<file path="src/rtl/i2c_txn_arbiter.sv">
// Round-robin arbiter/sequencer sharing one i2c_master among N_REQ single-byte requesters.
// Define I2C_ARB_TIMEOUT_EN to add a watchdog that aborts stalled transactions with rsp_err.
module i2c_txn_arbiter #(
  parameter int unsigned N_REQ    = 4,
  parameter int unsigned ACK1_DLY = 12,
  parameter int unsigned TIMEOUT  = 255
) (
  input  logic                     clk,
  input  logic                     rst,
  input  logic [N_REQ-1:0]         req,
  input  logic [N_REQ-1:0]         req_wr,
  input  logic [7*N_REQ-1:0]       req_addr,
  input  logic [8*N_REQ-1:0]       req_din,
  output logic [N_REQ-1:0]         gnt,
  output logic                     rsp_valid,
  output logic [$clog2(N_REQ)-1:0] rsp_id,
  output logic [7:0]               rsp_rdata,
  output logic                     rsp_err,
  output logic                     busy,
  output logic                     m_rst,
  output logic                     m_wr,
  output logic [6:0]               m_addr,
  output logic [7:0]               m_din,
  output logic                     m_update,
  output logic                     m_send_ack_start,
  output logic                     m_send_ack_end,
  input  logic                     m_done,
  input  logic [7:0]               m_temprd
);
  localparam int unsigned IdW  = $clog2(N_REQ);
  localparam int unsigned CntW = $clog2(ACK1_DLY + 1);
  localparam logic [CntW-1:0] CntLast = CntW'(ACK1_DLY - 1);

  if (N_REQ < 2 || N_REQ > 8 || ACK1_DLY < 1 || TIMEOUT < 1) begin : gen_param_check
    $error("i2c_txn_arbiter: parameter out of range");
  end

  typedef enum logic [2:0] {StIdle, StLaunch, StAddrPh, StDataPh, StRecover} state_e;

  state_e            state_q, state_d;
  logic [CntW-1:0]   cnt_q, cnt_d;
  logic [IdW-1:0]    ptr_q, ptr_d;
  logic [N_REQ-1:0]  gnt_q, gnt_d;
  logic              rsp_valid_q, rsp_valid_d;
  logic [IdW-1:0]    rsp_id_q, rsp_id_d;
  logic [7:0]        rsp_rdata_q, rsp_rdata_d;
  logic              rsp_err_q, rsp_err_d;
  logic              busy_q, busy_d;
  logic              m_rst_q, m_rst_d;
  logic              m_wr_q, m_wr_d;
  logic [6:0]        m_addr_q, m_addr_d;
  logic [7:0]        m_din_q, m_din_d;
  logic              strobe_q, strobe_d;

`ifdef I2C_ARB_TIMEOUT_EN
  localparam int unsigned WdW = $clog2(TIMEOUT + 1);
  localparam logic [WdW-1:0] WdLast = WdW'(TIMEOUT - 1);
  logic [WdW-1:0] wd_q, wd_d;
`endif

  // Winner: first set bit at or above the pointer, else the lowest set bit (wrap-around).
  logic [IdW-1:0] win, win_lo, win_hi;
  logic           found_hi;
  always_comb begin
    win_lo   = '0;
    win_hi   = '0;
    found_hi = 1'b0;
    for (int i = N_REQ - 1; i >= 0; i--) begin
      if (req[i]) begin
        win_lo = IdW'(i);
        if (i >= int'(ptr_q)) begin
          win_hi   = IdW'(i);
          found_hi = 1'b1;
        end
      end
    end
    win = found_hi ? win_hi : win_lo;
  end

  logic [N_REQ-1:0] sel_gnt;
  logic             sel_wr;
  logic [6:0]       sel_addr;
  logic [7:0]       sel_din;
  always_comb begin
    sel_gnt  = '0;
    sel_wr   = 1'b0;
    sel_addr = '0;
    sel_din  = '0;
    for (int i = 0; i < N_REQ; i++) begin
      if (win == IdW'(i)) begin
        sel_gnt[i] = 1'b1;
        sel_wr     = req_wr[i];
        sel_addr   = req_addr[7*i +: 7];
        sel_din    = req_din[8*i +: 8];
      end
    end
  end

  always_comb begin
    state_d     = state_q;
    cnt_d       = cnt_q;
    ptr_d       = ptr_q;
    gnt_d       = '0;
    rsp_valid_d = 1'b0;
    rsp_id_d    = rsp_id_q;
    rsp_rdata_d = rsp_rdata_q;
    rsp_err_d   = rsp_err_q;
    busy_d      = busy_q;
    m_rst_d     = m_rst_q;
    m_wr_d      = m_wr_q;
    m_addr_d    = m_addr_q;
    m_din_d     = m_din_q;
    strobe_d    = strobe_q;
    unique case (state_q)
      StIdle: begin
        m_rst_d = 1'b1;
        if (|req) begin
          gnt_d    = sel_gnt;
          m_wr_d   = sel_wr;
          m_addr_d = sel_addr;
          m_din_d  = sel_din;
          rsp_id_d = win;
          ptr_d    = (win == IdW'(N_REQ - 1)) ? '0 : win + IdW'(1);
          busy_d   = 1'b1;
          state_d  = StLaunch;
        end
      end
      StLaunch: begin
        m_rst_d = 1'b0;
        cnt_d   = '0;
        state_d = StAddrPh;
      end
      StAddrPh: begin
        // Master needs ACK1_DLY cycles out of reset before the first ack window.
        if (cnt_q == CntLast) begin
          strobe_d = 1'b1;
          state_d  = StDataPh;
        end else begin
          cnt_d = cnt_q + 1'b1;
        end
      end
      StDataPh: begin
        if (m_done) begin
          rsp_valid_d = 1'b1;
          rsp_rdata_d = m_wr_q ? 8'h00 : m_temprd;
          rsp_err_d   = 1'b0;
          m_rst_d     = 1'b1;
          strobe_d    = 1'b0;
          state_d     = StRecover;
        end
      end
      StRecover: begin
        busy_d  = 1'b0;
        state_d = StIdle;
      end
      default: state_d = StIdle;
    endcase

`ifdef I2C_ARB_TIMEOUT_EN
    wd_d = wd_q;
    if (state_q == StLaunch) wd_d = '0;
    if (state_q == StAddrPh || state_q == StDataPh) begin
      wd_d = wd_q + 1'b1;
      // A completion landing on the expiry cycle takes precedence.
      if (wd_q == WdLast && !(state_q == StDataPh && m_done)) begin
        rsp_valid_d = 1'b1;
        rsp_err_d   = 1'b1;
        rsp_rdata_d = 8'h00;
        m_rst_d     = 1'b1;
        strobe_d    = 1'b0;
        state_d     = StRecover;
      end
    end
`endif
  end

  always_ff @(posedge clk or posedge rst) begin
    if (rst) begin
      state_q     <= StIdle;
      cnt_q       <= '0;
      ptr_q       <= '0;
      gnt_q       <= '0;
      rsp_valid_q <= 1'b0;
      rsp_id_q    <= '0;
      rsp_rdata_q <= '0;
      rsp_err_q   <= 1'b0;
      busy_q      <= 1'b0;
      m_rst_q     <= 1'b1;
      m_wr_q      <= 1'b0;
      m_addr_q    <= '0;
      m_din_q     <= '0;
      strobe_q    <= 1'b0;
    end else begin
      state_q     <= state_d;
      cnt_q       <= cnt_d;
      ptr_q       <= ptr_d;
      gnt_q       <= gnt_d;
      rsp_valid_q <= rsp_valid_d;
      rsp_id_q    <= rsp_id_d;
      rsp_rdata_q <= rsp_rdata_d;
      rsp_err_q   <= rsp_err_d;
      busy_q      <= busy_d;
      m_rst_q     <= m_rst_d;
      m_wr_q      <= m_wr_d;
      m_addr_q    <= m_addr_d;
      m_din_q     <= m_din_d;
      strobe_q    <= strobe_d;
    end
  end

`ifdef I2C_ARB_TIMEOUT_EN
  always_ff @(posedge clk or posedge rst) begin
    if (rst) wd_q <= '0;
    else     wd_q <= wd_d;
  end
`endif

  assign gnt              = gnt_q;
  assign rsp_valid        = rsp_valid_q;
  assign rsp_id           = rsp_id_q;
  assign rsp_rdata        = rsp_rdata_q;
  assign rsp_err          = rsp_err_q;
  assign busy             = busy_q;
  assign m_rst            = m_rst_q;
  assign m_wr             = m_wr_q;
  assign m_addr           = m_addr_q;
  assign m_din            = m_din_q;
  assign m_update         = strobe_q;
  assign m_send_ack_start = strobe_q;
  assign m_send_ack_end   = strobe_q;

endmodule
</file>
<file path="config.mk">
export PLATFORM = sky130hd
export DESIGN_NAME = i2c_txn_arbiter
export DESIGN_NICKNAME = d
export VERILOG_FILES = /design/src/rtl/i2c_txn_arbiter.sv
export SDC_FILE = /design/constraint.sdc
export NUM_CORES = 1
export LEC_CHECK = 0
export BUFFER_PORTS_ARGS = -buffer_cell sky130_fd_sc_hd__buf_2
export CORE_MARGIN = 3
export CORE_UTILIZATION = 45
export CTS_CLUSTER_DIAMETER = 100
export DETAILED_ROUTE_END_ITERATION = 16
export GPL_TIMING_DRIVEN = 0
export PLACE_DENSITY_LB_ADDON = 0.3
export SLEW_MARGIN = 20
export SYNTH_ARGS = -nofsm -noshare
export SYNTH_HDL_FRONTEND = slang
export SYNTH_SLANG_ARGS = --single-unit
</file>
<file path="constraint.sdc">
create_clock -name clk -period 5.25 [get_ports clk]
set_input_delay 1.05 -clock clk [delete_from_list [all_inputs] [get_ports clk]]
set_output_delay 1.05 -clock clk [all_outputs]
set_load 0.02 [all_outputs]
</file>
==> flow_metrics.tcl <==
set metrics [dict create \
    floorplan.die.width_um 80.0 \
    setup_viol 0 \
    r2r_cells 10 \
    finalHoldViolations 0 \
    fmax_mhz 319 \
    r2r-start "ptr_q[0]$_DFFE_PP0P_" \
    rows 26 \
    ir_worst_vdd_v 0.000244 \
    dp.final_hpwl_um 5130 \
    number_of_global_route_vias_before_repair 2299 \
    cts_hold_repair.buffers 0 \
    tritoncts "done" \
    worst_hold_path.num_cells 2 \
    post_route_cells_drive_above_1_share_pct 41.2 \
    power_per_cell_area_nw_per_um2 575 \
    grt_overflow_total 0 \
    synth_ff_type "dfrtp_1" \
    clock_tree.root_cell "clkbuf_8" \
    maxCapViolCount 0 \
    fp.dieH_um 80.0 \
    post-route-min-period_ps 3140 \
    synthCells 265 \
    drcViolationCount 0 \
    n_fill_cell 507 \
    postcts_resize_cnt 0 \
    drt-wirelength-per-cell_um 14.6 \
    share_of_the_cycle_needed_by_the_critical_path_after_routing_pct 59.7 \
    floorplan.initialDensity_pct 47.3 \
    clk_latency_ps 290 \
    layout.area.seq_um2 1080 \
    most-common-layout-cells "buf_2, dfrtp_1, inv_1, a21oi_1, nor2_1" \
    reg2reg_slack_ps 2620 \
    ys_types 40 \
    count_of_flip_flops_with_a_built_in_enable_after_synthesis 0 \
    antenna_violating_nets_post_route 0 \
    timing.critical_path.to_type "flop" \
    1st_pass_router_iterations 4 \
    grt_setup_unrepaired "no" \
    final_gp_congestion 0.815 \
    antenna_cells_inserted 0 \
    multi_input_area_um2 1150 \
    worst_hold_path.endpoint "rsp_rdata[5]$_DFFE_PP0P_" \
    core_um2 5200 \
    fin_skew_ps 6.51 \
    postSynthAreaPerCell_um2 9.29 \
    design.final.nets 471 \
    p_leak_nw 1.64 \
    clkSlewWorstSetupHoldPaths_ps 80 \
    htreeDepth 2 \
    ys_ff_latch 43 \
    critPathKind "input port to flop" \
    worstSetupStartpointType "input port" \
    cp_data_required_time_ps 5460 \
    gr-usage-all-layers_pct 21.6 \
    rr_endpoint "m_wr$_DFFE_PP0P_" \
    vias_per_cell 5.24 \
    cts_buffer_depth 2 \
    post_cts.repair.setup_buffers 0 \
    run_status "finished clean" \
    synthToLayoutAreaGrowth_pct 31.0 \
    p_total_mw 1.85 \
    grt_first_pass_wirelength_um 10900 \
    pin_count_of_the_biggest_net_entering_global_routing 34 \
    synth-async-reset-ratio_pct 100 \
    drt_first_iter_violations 138 \
    final_max_slew_viol_count 0 \
    hold_path_startpoint "rsp_rdata[5]$_DFFE_PP0P_" \
    number_of_cts_inserted_buffers 5 \
    wirelength_um 6690 \
    crit_start "req[2]" \
    via_count 2400 \
    layout_commonest_cell "buf_2" \
    fin_setup_tns_ps 0 \
    fp.dieArea_um2 6400 \
    mappedNetlistArea_um2 2460 \
    clock-sinks 43 \
    ys_seq_area_share_pct 43.8 \
    timing.critical_path.fanout_max 10 \
    tightestPinTransition_ps 655 \
    ys.warnings.count 0 \
    post_synth_net_total 349 \
    critical_path_arrival_ps 3350 \
    layout.core_utilization_pct 62.0 \
    hp-class "flop to flop" \
    buffer_ports.inserted 114 \
    grt_antenna_before_repair 0 \
    max-slew-margin-rel_pct 56.4 \
    io-pin-count 116 \
]
[registers in the layout (all words and copies together) (netlist names), 2 cells and up]
| register | flops |
|---|---|
| rsp_id | 2 |
| rsp_rdata | 8 |
| state_q | 3 |
| ptr_q | 2 |
| m_din | 8 |
| gnt | 4 |
| cnt_q | 4 |
| m_addr | 7 |
[worst max-delay path, stage by stage]
cell and delay (ps):
buf_2 130, inv_1 60, o221a_2 260, o22ai_1 350
inv_1 120, ha_1 220, buf_2 200, nor2b_4 220
buf_4 220, a221oi_1 100, a211o_1 280, a21oi_1 130
[synth_stat cells (3+ instances only)]
cell type,n,share of area (%)
o21ai_0,14,2.8
ha_1,5,2.5
clkbuf_1,8,1.2
inv_1,26,4.0
o21ai_1,6,1.2
nand2b_1,10,2.5
a21oi_1,23,4.7
nand2_1,15,2.3
buf_6,3,1.4
a211o_1,15,5.3
buf_4,4,1.2
nor2_1,18,2.7
a221oi_1,15,5.3
buf_2,7,1.4
nor3_1,3,0.61
dfrtp_1,42,43
and2_1,5,1.3
a21oi_2,15,5.3
[worst max-delay path by stage]
stage / cells past startpoint / end / slack [ps]
after floorplan: 11 / m_addr[2]$_DFFE_PP0P_ / 2350
after global placement: 12 / m_addr[2]$_DFFE_PP0P_ / 1910
after detailed placement: 12 / m_din[2]$_DFFE_PP0P_ / 1860
after CTS: 12 / m_din[2]$_DFFE_PP0P_ / 2160
after global routing: 12 / m_din[2]$_DFFE_PP0P_ / 2020
final: 12 / m_wr$_DFFE_PP0P_ / 2110
[logic make-up after synthesis]
group	Yosys count	synth area share [%]
compound gates	101	28.9
fa+ha+maj	5	2.54
buf+inv	50	9.50
flops	43	43.8
mux	2	0.915
other cells	1	0.152
simple gates	63	14.2
[per-stage QoR]
step / hold slack, ps / worst slack, ps / area (µm²) / std cells
final: 483 / 2110 / 3230 / 458
after global routing: 508 / 2020 / 3230 / 458
after CTS: 491 / 2160 / 3230 / 458
after detailed placement: 472 / 1860 / 3140 / 450
after global placement: 459 / 1910 / 3120 / 449
after floorplan: 507 / 2350 / 2460 / 265
[report_power, final]
group	total [mW]	internal, mW	switching, mW
Sequential	0.575	0.477	0.0976
Combinational	1.07	0.442	0.630
Clock	0.206	0.0931	0.113
Total	1.85	1.01	0.841
[routing by layer]
metal,track usage (%),up-vias,part of all wire [%]
met1,28.7,1123,42
met4,5.24,0,1.5
met5,0,-,0
met2,36.1,98,49
li1,-,1170,-
met3,4.40,9,7.6
[area by class of cell]
| type | instances | area share (%) |
|---|---|---|
| plain buffers | 24 | 4.23 |
| inverters | 26 | 3.03 |
| flip-flops and latches | 43 | 33.4 |
| clock inverters | 2 | 0.388 |
| multi-input cells | 172 | 35.7 |
| repair buffers | 115 | 18.3 |
| well taps | 70 | 2.72 |
| clock buffers | 6 | 2.25 |
Power figures use the tool's default switching activity.
